## src/rtl/tdm_demux_2b_if.sv

```systemverilog
// Bus bundle for the 2-bit TDM demultiplexer: serial sample inputs plus the
// reconstructed channels and framing status.
interface tdm_demux_2b_if;
    logic En;
    logic In1, In0;
    logic Sync;
    logic A1, A0, B1, B0, C1, C0, D1, D0;
    logic S1, S0;
    logic FrameValid;
    logic SyncErr;
    logic Locked;

    modport master (
        output En, In1, In0, Sync,
        input  A1, A0, B1, B0, C1, C0, D1, D0, S1, S0, FrameValid, SyncErr, Locked
    );

    modport slave (
        input  En, In1, In0, Sync,
        output A1, A0, B1, B0, C1, C0, D1, D0, S1, S0, FrameValid, SyncErr, Locked
    );
endinterface

```

## src/rtl/tdm_demux_2b.sv

```systemverilog
// Receive side of the 2-bit 4:1 TDM link: rebuilds channels A..D from the
// slot stream and publishes them atomically once per complete frame.
module tdm_demux_2b #(
    parameter bit REQUIRE_SYNC = 1'b1
) (
    input logic           Clk,
    input logic           Rst,
    tdm_demux_2b_if.slave bus
);
    typedef enum logic {HUNT = 1'b0, LOCKED = 1'b1} state_t;

    state_t     state, state_nxt;
    logic [1:0] cnt, cnt_nxt;
    logic [1:0] sh_a, sh_b, sh_c;
    logic [1:0] sh_a_nxt, sh_b_nxt, sh_c_nxt;
    logic [1:0] out_a, out_b, out_c, out_d;
    logic [1:0] out_a_nxt, out_b_nxt, out_c_nxt, out_d_nxt;
    logic       fv, fv_nxt;
    logic       se, se_nxt;
    logic [1:0] sample;

    assign sample = {bus.In1, bus.In0};

    always_ff @(posedge Clk) begin
        if (Rst) begin
            state <= HUNT;
            cnt   <= 2'd0;
            sh_a  <= 2'd0;
            sh_b  <= 2'd0;
            sh_c  <= 2'd0;
            out_a <= 2'd0;
            out_b <= 2'd0;
            out_c <= 2'd0;
            out_d <= 2'd0;
            fv    <= 1'b0;
            se    <= 1'b0;
        end else begin
            state <= state_nxt;
            cnt   <= cnt_nxt;
            sh_a  <= sh_a_nxt;
            sh_b  <= sh_b_nxt;
            sh_c  <= sh_c_nxt;
            out_a <= out_a_nxt;
            out_b <= out_b_nxt;
            out_c <= out_c_nxt;
            out_d <= out_d_nxt;
            fv    <= fv_nxt;
            se    <= se_nxt;
        end
    end

    always_comb begin
        state_nxt = state;
        cnt_nxt   = cnt;
        sh_a_nxt  = sh_a;
        sh_b_nxt  = sh_b;
        sh_c_nxt  = sh_c;
        out_a_nxt = out_a;
        out_b_nxt = out_b;
        out_c_nxt = out_c;
        out_d_nxt = out_d;
        fv_nxt    = 1'b0;
        se_nxt    = 1'b0;

        if (bus.En) begin
            unique case (state)
                HUNT: begin
                    if (bus.Sync) begin
                        sh_a_nxt  = sample;
                        cnt_nxt   = 2'd1;
                        state_nxt = LOCKED;
                    end
                end
                LOCKED: begin
                    if (bus.Sync) begin
                        // Sync anywhere but slot 0 restarts the frame; the partial frame is dropped.
                        se_nxt   = (cnt != 2'd0);
                        sh_a_nxt = sample;
                        cnt_nxt  = 2'd1;
                    end else begin
                        unique case (cnt)
                            2'd0: begin
                                if (REQUIRE_SYNC) begin
                                    se_nxt    = 1'b1;
                                    state_nxt = HUNT;
                                    cnt_nxt   = 2'd0;
                                end else begin
                                    sh_a_nxt = sample;
                                    cnt_nxt  = 2'd1;
                                end
                            end
                            2'd1: begin
                                sh_b_nxt = sample;
                                cnt_nxt  = 2'd2;
                            end
                            2'd2: begin
                                sh_c_nxt = sample;
                                cnt_nxt  = 2'd3;
                            end
                            default: begin
                                out_a_nxt = sh_a;
                                out_b_nxt = sh_b;
                                out_c_nxt = sh_c;
                                out_d_nxt = sample;
                                fv_nxt    = 1'b1;
                                cnt_nxt   = 2'd0;
                            end
                        endcase
                    end
                end
                default: begin
                    state_nxt = HUNT;
                    cnt_nxt   = 2'd0;
                end
            endcase
        end
    end

    assign {bus.A1, bus.A0} = out_a;
    assign {bus.B1, bus.B0} = out_b;
    assign {bus.C1, bus.C0} = out_c;
    assign {bus.D1, bus.D0} = out_d;
    assign {bus.S1, bus.S0} = cnt;
    assign bus.FrameValid   = fv;
    assign bus.SyncErr      = se;
    assign bus.Locked       = (state == LOCKED);
endmodule

```

## src/flat_wrapper.sv

```systemverilog
// flat-port wrapper written by rule: the top's interface ports become plain ports
module tdm_demux_2b_flat 
#(
    parameter bit REQUIRE_SYNC = 1'b1
)
  (Clk, Rst, bus_En, bus_In1, bus_In0, bus_Sync, bus_A1, bus_A0, bus_B1, bus_B0, bus_C1, bus_C0, bus_D1, bus_D0, bus_S1, bus_S0, bus_FrameValid, bus_SyncErr, bus_Locked);
  tdm_demux_2b_if bus_i ();
  input logic Clk;
  input logic Rst;
  input wire logic [$bits(bus_i.En)-1:0] bus_En;
  input wire logic [$bits(bus_i.In1)-1:0] bus_In1;
  input wire logic [$bits(bus_i.In0)-1:0] bus_In0;
  input wire logic [$bits(bus_i.Sync)-1:0] bus_Sync;
  output wire logic [$bits(bus_i.A1)-1:0] bus_A1;
  output wire logic [$bits(bus_i.A0)-1:0] bus_A0;
  output wire logic [$bits(bus_i.B1)-1:0] bus_B1;
  output wire logic [$bits(bus_i.B0)-1:0] bus_B0;
  output wire logic [$bits(bus_i.C1)-1:0] bus_C1;
  output wire logic [$bits(bus_i.C0)-1:0] bus_C0;
  output wire logic [$bits(bus_i.D1)-1:0] bus_D1;
  output wire logic [$bits(bus_i.D0)-1:0] bus_D0;
  output wire logic [$bits(bus_i.S1)-1:0] bus_S1;
  output wire logic [$bits(bus_i.S0)-1:0] bus_S0;
  output wire logic [$bits(bus_i.FrameValid)-1:0] bus_FrameValid;
  output wire logic [$bits(bus_i.SyncErr)-1:0] bus_SyncErr;
  output wire logic [$bits(bus_i.Locked)-1:0] bus_Locked;
  assign bus_i.En = bus_En;
  assign bus_i.In1 = bus_In1;
  assign bus_i.In0 = bus_In0;
  assign bus_i.Sync = bus_Sync;
  assign bus_A1 = bus_i.A1;
  assign bus_A0 = bus_i.A0;
  assign bus_B1 = bus_i.B1;
  assign bus_B0 = bus_i.B0;
  assign bus_C1 = bus_i.C1;
  assign bus_C0 = bus_i.C0;
  assign bus_D1 = bus_i.D1;
  assign bus_D0 = bus_i.D0;
  assign bus_S1 = bus_i.S1;
  assign bus_S0 = bus_i.S0;
  assign bus_FrameValid = bus_i.FrameValid;
  assign bus_SyncErr = bus_i.SyncErr;
  assign bus_Locked = bus_i.Locked;
  tdm_demux_2b #(.REQUIRE_SYNC(REQUIRE_SYNC)) u_core (.Clk(Clk), .Rst(Rst), .bus(bus_i));
endmodule
```

## config.mk

```make
export PLATFORM = sky130hd
export DESIGN_NAME = tdm_demux_2b_flat
export DESIGN_NICKNAME = d
export VERILOG_FILES = /design/src/rtl/tdm_demux_2b_if.sv /design/src/rtl/tdm_demux_2b.sv /design/src/flat_wrapper.sv
export SDC_FILE = /design/constraint.sdc
export NUM_CORES = 1
export LEC_CHECK = 0
export BUFFER_PORTS_ARGS = -buffer_cell sky130_fd_sc_hd__buf_2
export CELL_PAD_IN_SITES_DETAIL_PLACEMENT = 0
export CELL_PAD_IN_SITES_GLOBAL_PLACEMENT = 2
export CORE_ASPECT_RATIO = 1.2
export CORE_MARGIN = 2
export CORE_UTILIZATION = 35
export DETAILED_ROUTE_END_ITERATION = 8
export PLACE_DENSITY = 0.79
export REMOVE_ABC_BUFFERS = 1
export SYNTH_ARGS = -nofsm -noshare
export SYNTH_HDL_FRONTEND = slang
export SYNTH_SLANG_ARGS = --single-unit
```

## constraint.sdc

```tcl
create_clock -name Clk -period 2.7 [get_ports Clk]
set_clock_uncertainty 0.1 [all_clocks]
set_input_delay 0.135 -clock Clk [delete_from_list [all_inputs] [get_ports Clk]]
set_output_delay 0.135 -clock Clk [all_outputs]
set_load 0.05 [all_outputs]
```

==> results of run 1 <==
## sequential cells by signal, summed over array words and instances, names as in the netlist
name / flops
u_core.cnt: 2
u_core.out_a: 2
u_core.out_b: 2
u_core.out_c: 2
u_core.out_d: 2
u_core.sh_a: 2
u_core.sh_b: 2
u_core.sh_c: 2
u_core.bus.FrameValid: 1
u_core.bus.Locked: 1
u_core.bus.SyncErr: 1
## how the worst max path moves through the flow
stage | startpoint | end | slack (ns) | cells past startpoint
2_1_floorplan | u_core.cnt[0] | u_core.cnt[0] | 1.07 | 4
3_3_place_gp | u_core.cnt[0] | u_core.cnt[0] | 1.38 | 4
3_5_place_dp | u_core.cnt[0] | u_core.out_d[1] | 1.35 | 3
4_1_cts | u_core.cnt[0] | u_core.out_d[1] | 1.32 | 3
5_1_grt | u_core.cnt[0] | u_core.out_d[1] | 1.22 | 3
6_report | u_core.bus.Locked | bus_Locked | 1.33 | 1
## final cells by class
class	count	area, um^2	share of cell area, %
clock buffer	3	22.52	2.278
clock inverter	1	5.005	0.5063
inverter	5	18.77	1.899
multi-input combinational	53	432.9	43.80
sequential	19	380.4	38.48
tap	31	38.79	3.924
timing repair buffer	18	90.09	9.114
## layer usage
layer	vias up	track usage, %
met4	0	5.952
li1	317	-
met5	-	0
met1	262	15.43
met3	2	2.792
met2	13	17.33
## kinds of logic after synthesis
kind of cell / synth area share, %
AOI/OAI and AO/OA: 8.108
DFF: 43.24
muxes: 13.66
and+or+nand+nor: 20.34
buffers and inverters: 7.539
adders and majority gates: 7.112
## metrics by stage
step / utilization (%) / setup slack, ns / hold WS, ns
finish: 42.43 / 1.330 / 0.006105
global route: 42.43 / 1.223 / 0.002499
CTS: 42.43 / 1.322 / 0.0002510
detailed placement: 41.25 / 1.349 / 0.3232
global placement: 41.25 / 1.384 / 0.3130
floorplan: - / 1.069 / 0.1041
## cells in the final DEF, fill, tap and decap left out
cell type  count
a21bo_2        2
a21oi_1        3
a311oi_1       1
and4b_1        1
buf_2         18
clkbuf_4       3
clkinv_2       1
dfxtp_1       19
ha_1           5
inv_1          5
mux2i_1       12
nand2_1        1
nand2b_1      14
nand3_1        2
nand4b_1       3
nand4bb_1      1
nor2_1         1
nor3_1         1
o21a_1         1
o221a_2        1
o32ai_1        1
or2_0          1
or2b_1         2
## where the power goes
part           internal (mW)  leakage (nW)  switching [mW]  total, mW
combinational         0.0182         0.285          0.0290     0.0472
sequential             0.284         0.154         0.00493      0.289
clock                 0.0550        0.0177          0.0856      0.141
total                  0.358         0.456           0.120      0.477
==> run summary, run 1 <==
Root buffer cell: clkbuf_4. The per-cell routed wire length is 11.65 um, and the I/O pin count is 19. The count of flip-flops with a built-in enable after synthesis came out at 0. For the worst-skew pair, the clock arrives at the later sink with an insertion delay of 0.29 ns. Data arrives at the worst endpoint at 1.13 ns. The signal on the critical path passes through buf_2. From bottom edge to top edge, the die measures 58.92 um.

Setup repair after global routing left no endpoint under its margin. The prevailing post-synth register cell is dfxtp_1. Detailed routing inserted a total of 594 vias. The run gives 536 as the via count of the first global-routing pass. The critical path is of the register to output pin type. On the worst path, the slowest cell contributes a delay of 0.52 ns. The tools report the kind of start point of the critical path as a register.

Ranked by total cell area, the synthesized netlist is headed by dfxtp_1 (43%), mux2i_1 (14%), nand2b_1 (10%). The run finished with clean final reports. The die covers 2932 um^2.

The detailed router finished its first iteration with 10 violations. The maximum root-to-sink buffer count came out at 2. TritonCTS built the clock tree. Entering global routing, the biggest net connects 25 pins.

Synthesis produced 83 cells. The post-route netlist has 25.25% of its cells at a drive strength greater than 1. In this run the worst hold path is classified as input pin to register. Headroom to the max-slew limit came out at 77.36%.

The critical path's top delay family was flip-flops. At the end of the flow, the number of nets in the layout was 111. After detailed placement, the design holds a cell count of 126.

The logs give 988.4 um^2 for the final instance area and 0.2189 mV for the maximum VDD drop. The static leakage power is 0.4565 nW. Summed over all layers, the global routing overflow is 0. In this run the worst path has a maximum fanout of 10.

The depth of the worst register-to-register path is 3. The die extent in x works out to 49.77 um. In the routed design, unresolved DRC markers number 0. For this run, the top clock speed supported by timing is 730.1 MHz. The average size of a mapped cell came out at 10.60 um^2. The tools report the kind of capture point of the worst setup path as an output pin.

The final antenna-violating net count is 0, and the transition time of the tightest slew-check pin is 0.3397 ns. The slowest cell on the critical path was dfxtp_1. The run gives 0 as the max-capacitance violation count. Area of the mapped netlist: 879.6 um^2. The total power draw came out at 0.4773 mW. The total of flip-flops plus latches after synthesis was 19.

The tools report the reg-to-reg critical path endpoint as u_core.out_d[1]. The area added between synthesis and finish came out at 12.38%. The first global-routing pass estimated 2.553 mm of wire. The number of clock sinks was 19; the H-tree depth reported by CTS was 1.

By instance count, the leading cell after synthesis is dfxtp_1. The share of the synthesized area in the top cell type came out at 43.24%. The repair_antennas step left the layout with diodes totalling 0.

The number of warnings issued by yosys is 0, and the detailed-placement wirelength estimate is 1.093 mm. Summed over all layers, the routed wires come to 1.515 mm. Counting the fill cells in the layout gives 255. The clock-pin slew of the registers on the worst-case setup and hold paths was 0.11 ns; the cts-stage hold buffer count was 0. The logs give 0.6804 for the global placer's final weighted congestion and 0 for the number of instances resized during post-cts repair.

The number of hold-slack violations in the final timing report was 0. The detailed router put a total of 770 um of wire on met1. The worst hold path terminates at u_core.sh_a[1]. Sorting the synthesized cells by how often they occur yields dfxtp_1 (19), nand2b_1 (14), mux2i_1 (12), ha_1 (5), inv_1 (5).

The logs give 0 for the initial antenna violation count and 0 for the final number of setup-violating endpoints. Summed over all nets, wire length on met2 after detailed routing comes to 661 um. The core region is 2330 um^2.

Summed over all instances, the cell type with the most area after synthesis is dfxtp_1. The share of synthesized flip-flops with an asynchronous set or reset was 0%; the number of vias per cell was 4.569. The met3 layer wire length in the routed design is 73 um, and the portion of the post-synthesis area used by sequential elements is 43.24%.

Row generation in the floorplan step produced 19 rows. The register-to-register setup slack is 1.34 ns, and the placed cell area is 960.9 um^2. For the worst setup path, the data required time is 2.47 ns. The logs give 23 for the number of different library cells in the post-synthesis netlist and 3 for the total clock buffers created by CTS. The tools report the first-pass detailed-route iteration total as 2. The total track usage was 11.56%.

The post-CTS setup repair buffer count is 0. In this run the top signal layer used is met4. Power spread over the standard cell area amounts to 482.9 nW/um^2. The finished layout holds 130 standard cells, fillers aside. Number of buffer and inverter instances along the worst setup path: 1.

The startpoint identified for the worst register-to-register timing path is u_core.cnt[0]. After layout, the minimum clock period comes to 1.370 ns. In this run the most critical hold path is launched from bus_In1.

The worst hold path was traced through 3 stages. The total of buffers placed on input and output ports was 18; the final total negative setup slack was 0 ns. For this configuration, the core starts out at a cell density of 37.76%. Final period utilization: 50.73%.

The max-slew violation count came out at 0.
(Power assumes the default switching activity.)
==> run 2, diff against run 1 <==
Settings changed: CORE_UTILIZATION 35 to 29, PLACE_DENSITY 0.79 to 0.7.
Clock period 2.7 ns to 1.21 ns, I/O delays scaled along.
==> run 2 against run 1 <==
Compared with the run above:
- sequential power grew 120%
- register-to-register slack worse by 1.3 ns
- largest cell class unchanged
- clock power is 130% higher
- via count rose by 13%
- combinational power increased to 3.2 times the previous value
- largest power group unchanged
- count of clock-buffer cells in the layout grew 1
- global-route usage is 0.61 points lower
- critical endpoint is now u_core.cnt[0]
- setup slack got worse by 1.3 ns
- sequential cell count did not move
- die area grew 19%
- non-clock buffer count rose by 11
- the flow now finishes with violations (setup timing)
==> run summary, run 2 (synthesized netlist as in run 1, its figures left out) <==
The flow ran to the end, but the final reports show violations. The final reports fail on setup timing. The setup slack of the critical path after layout is -0.004357 ns. For this run, the detailed router's first-pass iteration total came to 3. Via count: 670. Once the clock tree was built, the setup fixing pass inserted 0 buffers. Post-route minimum period: 1.214 ns. Max-cap violations in this run came to 0. TritonCTS built the clock tree.

The area of the die is 3492 um^2, and the total clock buffers created by CTS is 3. In the final routed layout, each cell accounts on average for 11.97 um. STA classifies the critical path endpoint as a register. For the final number of setup-violating endpoints, the log shows 1.

In the finished design, the share of the clock period the worst path needs comes to 100.4%. Data arrives at the worst endpoint at 1.31 ns. Once detailed placement completed, the half-perimeter wirelength came to 1.184 mm. Based on the critical path, the design can be clocked at up to 823.5 MHz. The static leakage power was 0.5056 nW. For met3 alone, demand over resource in global routing was 2.804%. The total number of nets in the final design was 122.

For the number of hold-slack violations in the final timing report, the log shows 0. Dividing total power by cell area gives a power density of 974.7 nW/um^2. Cells fill 40.34% of the core in the end. In this run the vertical extent of the chip is 64.33 um. In this run the cell area measured after placement is 1025 um^2. The number of vias per cell was 4.653; the initial antenna violation count was 0.

The layout has 299 filler cells. From synthesis to final layout, the design area changed by 30.16%. The library cells used most frequently in the layout, excluding fill and tap cells, are dfxtp_1 (17), buf_2 (15), nand2b_1 (14). Global routing finished with a remaining overflow of 0. The floorplan has 21 rows.

The final total negative setup slack is -0.004357 ns, and the total track usage is 10.95%. In this run the standard cell core region covers 2838 um^2. The most common library cell in the layout ignoring fill and taps was dfxtp_1. Max-slew violation count: 0. The worst setup path is of the register to register kind. Setup repair after global routing could not meet its margin everywhere. After detailed routing, the number of remaining DRC violations is 0. Largest net degree at the start of global routing: 25. Clock tree synthesis selected as its root buffer the cell clkbuf_4.

Data on the critical path is required at its endpoint by 1.31 ns. At the pin with the least slew margin, the transition time is 0.3584 ns. Summed over all layers, the routed wires come to 1.723 mm. In this run the tightest slew margin relative to its limit is 76.11%. At the end of routability-driven placement, the weighted congestion stood at 0.7236. The clock passes through at most 2 buffers. The logs give 31.00% for the starting density of the core and 19 for the detailed router's first-iteration violation count.

Clock-pin slew was measured on the worst setup and hold paths at 0.11 ns. In the final layout, the share of cells above drive strength 1 is 38.18%. Measured along the x axis, the die boundary spans 54.28 um. The final antenna-violating net count is 0, and the maximum VDD drop is 0.4671 mV. The wire length of the first global-routing pass was 2.801 mm; the maximum fanout along the worst path was 3.

The final instance area was 1145 um^2. The layer with the highest usage is met2. The H-tree depth reported by CTS was 1. For met2 alone, demand over resource in global routing was 16.87%. In this run the tool buffered the top-level ports with 18 buffer cells. The via count of the first global-routing pass came out at 636.

The tree built by TritonCTS fans out to 19 sinks. The worst hold path belongs to the class input pin to register. For the clock network latency to the later pin of the worst-skew pair, the log shows 0.30 ns.

The worst setup path is launched from a register. The met1 layer usage reported by global route is 13.59%. The I/O pin count was 19. Antenna diode count: 0.
-- run 2: cell type report --
class / count / area, um^2 / share of cell area (%)
multi-input combinational: 53 / 474.2 / 41.42
sequential: 19 / 387.9 / 33.88
timing repair buffer: 29 / 195.2 / 17.05
tap: 34 / 42.54 / 3.716
clock buffer: 4 / 26.28 / 2.295
inverter: 5 / 18.77 / 1.639
-- run 2: worst paths after layout --
check	start	to	slack, ns	cells past startpoint
setup / recovery	u_core.cnt[0]	u_core.cnt[0]	-0.004	4
hold / removal	bus_Sync	u_core.sh_a[1]	0.02	3
setup reg to reg	u_core.cnt[0]	u_core.cnt[0]	-0.004	4
hold reg to reg	u_core.out_c[1]	u_core.out_c[1]	0.38	2
-- run 2: metal layers --
metal / share of wire (%) / wire [um] / vias to the layer above
met3: 4.4 / 76 / 4
met2: 48 / 833 / 14
met1: 46 / 786 / 314
li1: - / - / 338
met4: 1.6 / 27 / 0
met5: 0 / 0 / -
-- run 2: stage by stage --
step / worst slack (ns) / hold slack (ns) / std cells / total power [mW]
4_1_cts: -0.01638 / 0.008172 / 144 / 1.126
2_1_floorplan: -0.4210 / 0.02957 / 77 / 0.7240
3_5_place_dp: -0.06267 / 0.2452 / 137 / 0.7819
5_1_grt: -0.05452 / 0.03887 / 144 / 1.174
3_3_place_gp: -0.04100 / 0.2417 / 137 / 0.7820
6_report: -0.004357 / 0.02466 / 144 / 1.116
-- run 2: report_power, final --
part	total (mW)	leakage, nW	switching, mW	internal [mW]
registers	0.641	0.155	0.00802	0.633
logic	0.153	0.335	0.0826	0.0705
clock network	0.322	0.0150	0.194	0.128
total	1.12	0.506	0.284	0.831
-- run 2: worst max-delay path: stages, from the launching register on --
cell,delay [ns]
dfxtp_4,0.39
inv_2,0.04
ha_2,0.18
or2_0,0.19
o221a_2,0.22
-- run 2: repair_timing --
action,4_1_cts,5_1_grt
endpoints found under the setup margin,13,16
endpoints found under the hold margin,3,0
hold buffers,3,0
resized for setup,6,13
pin swaps,2,0
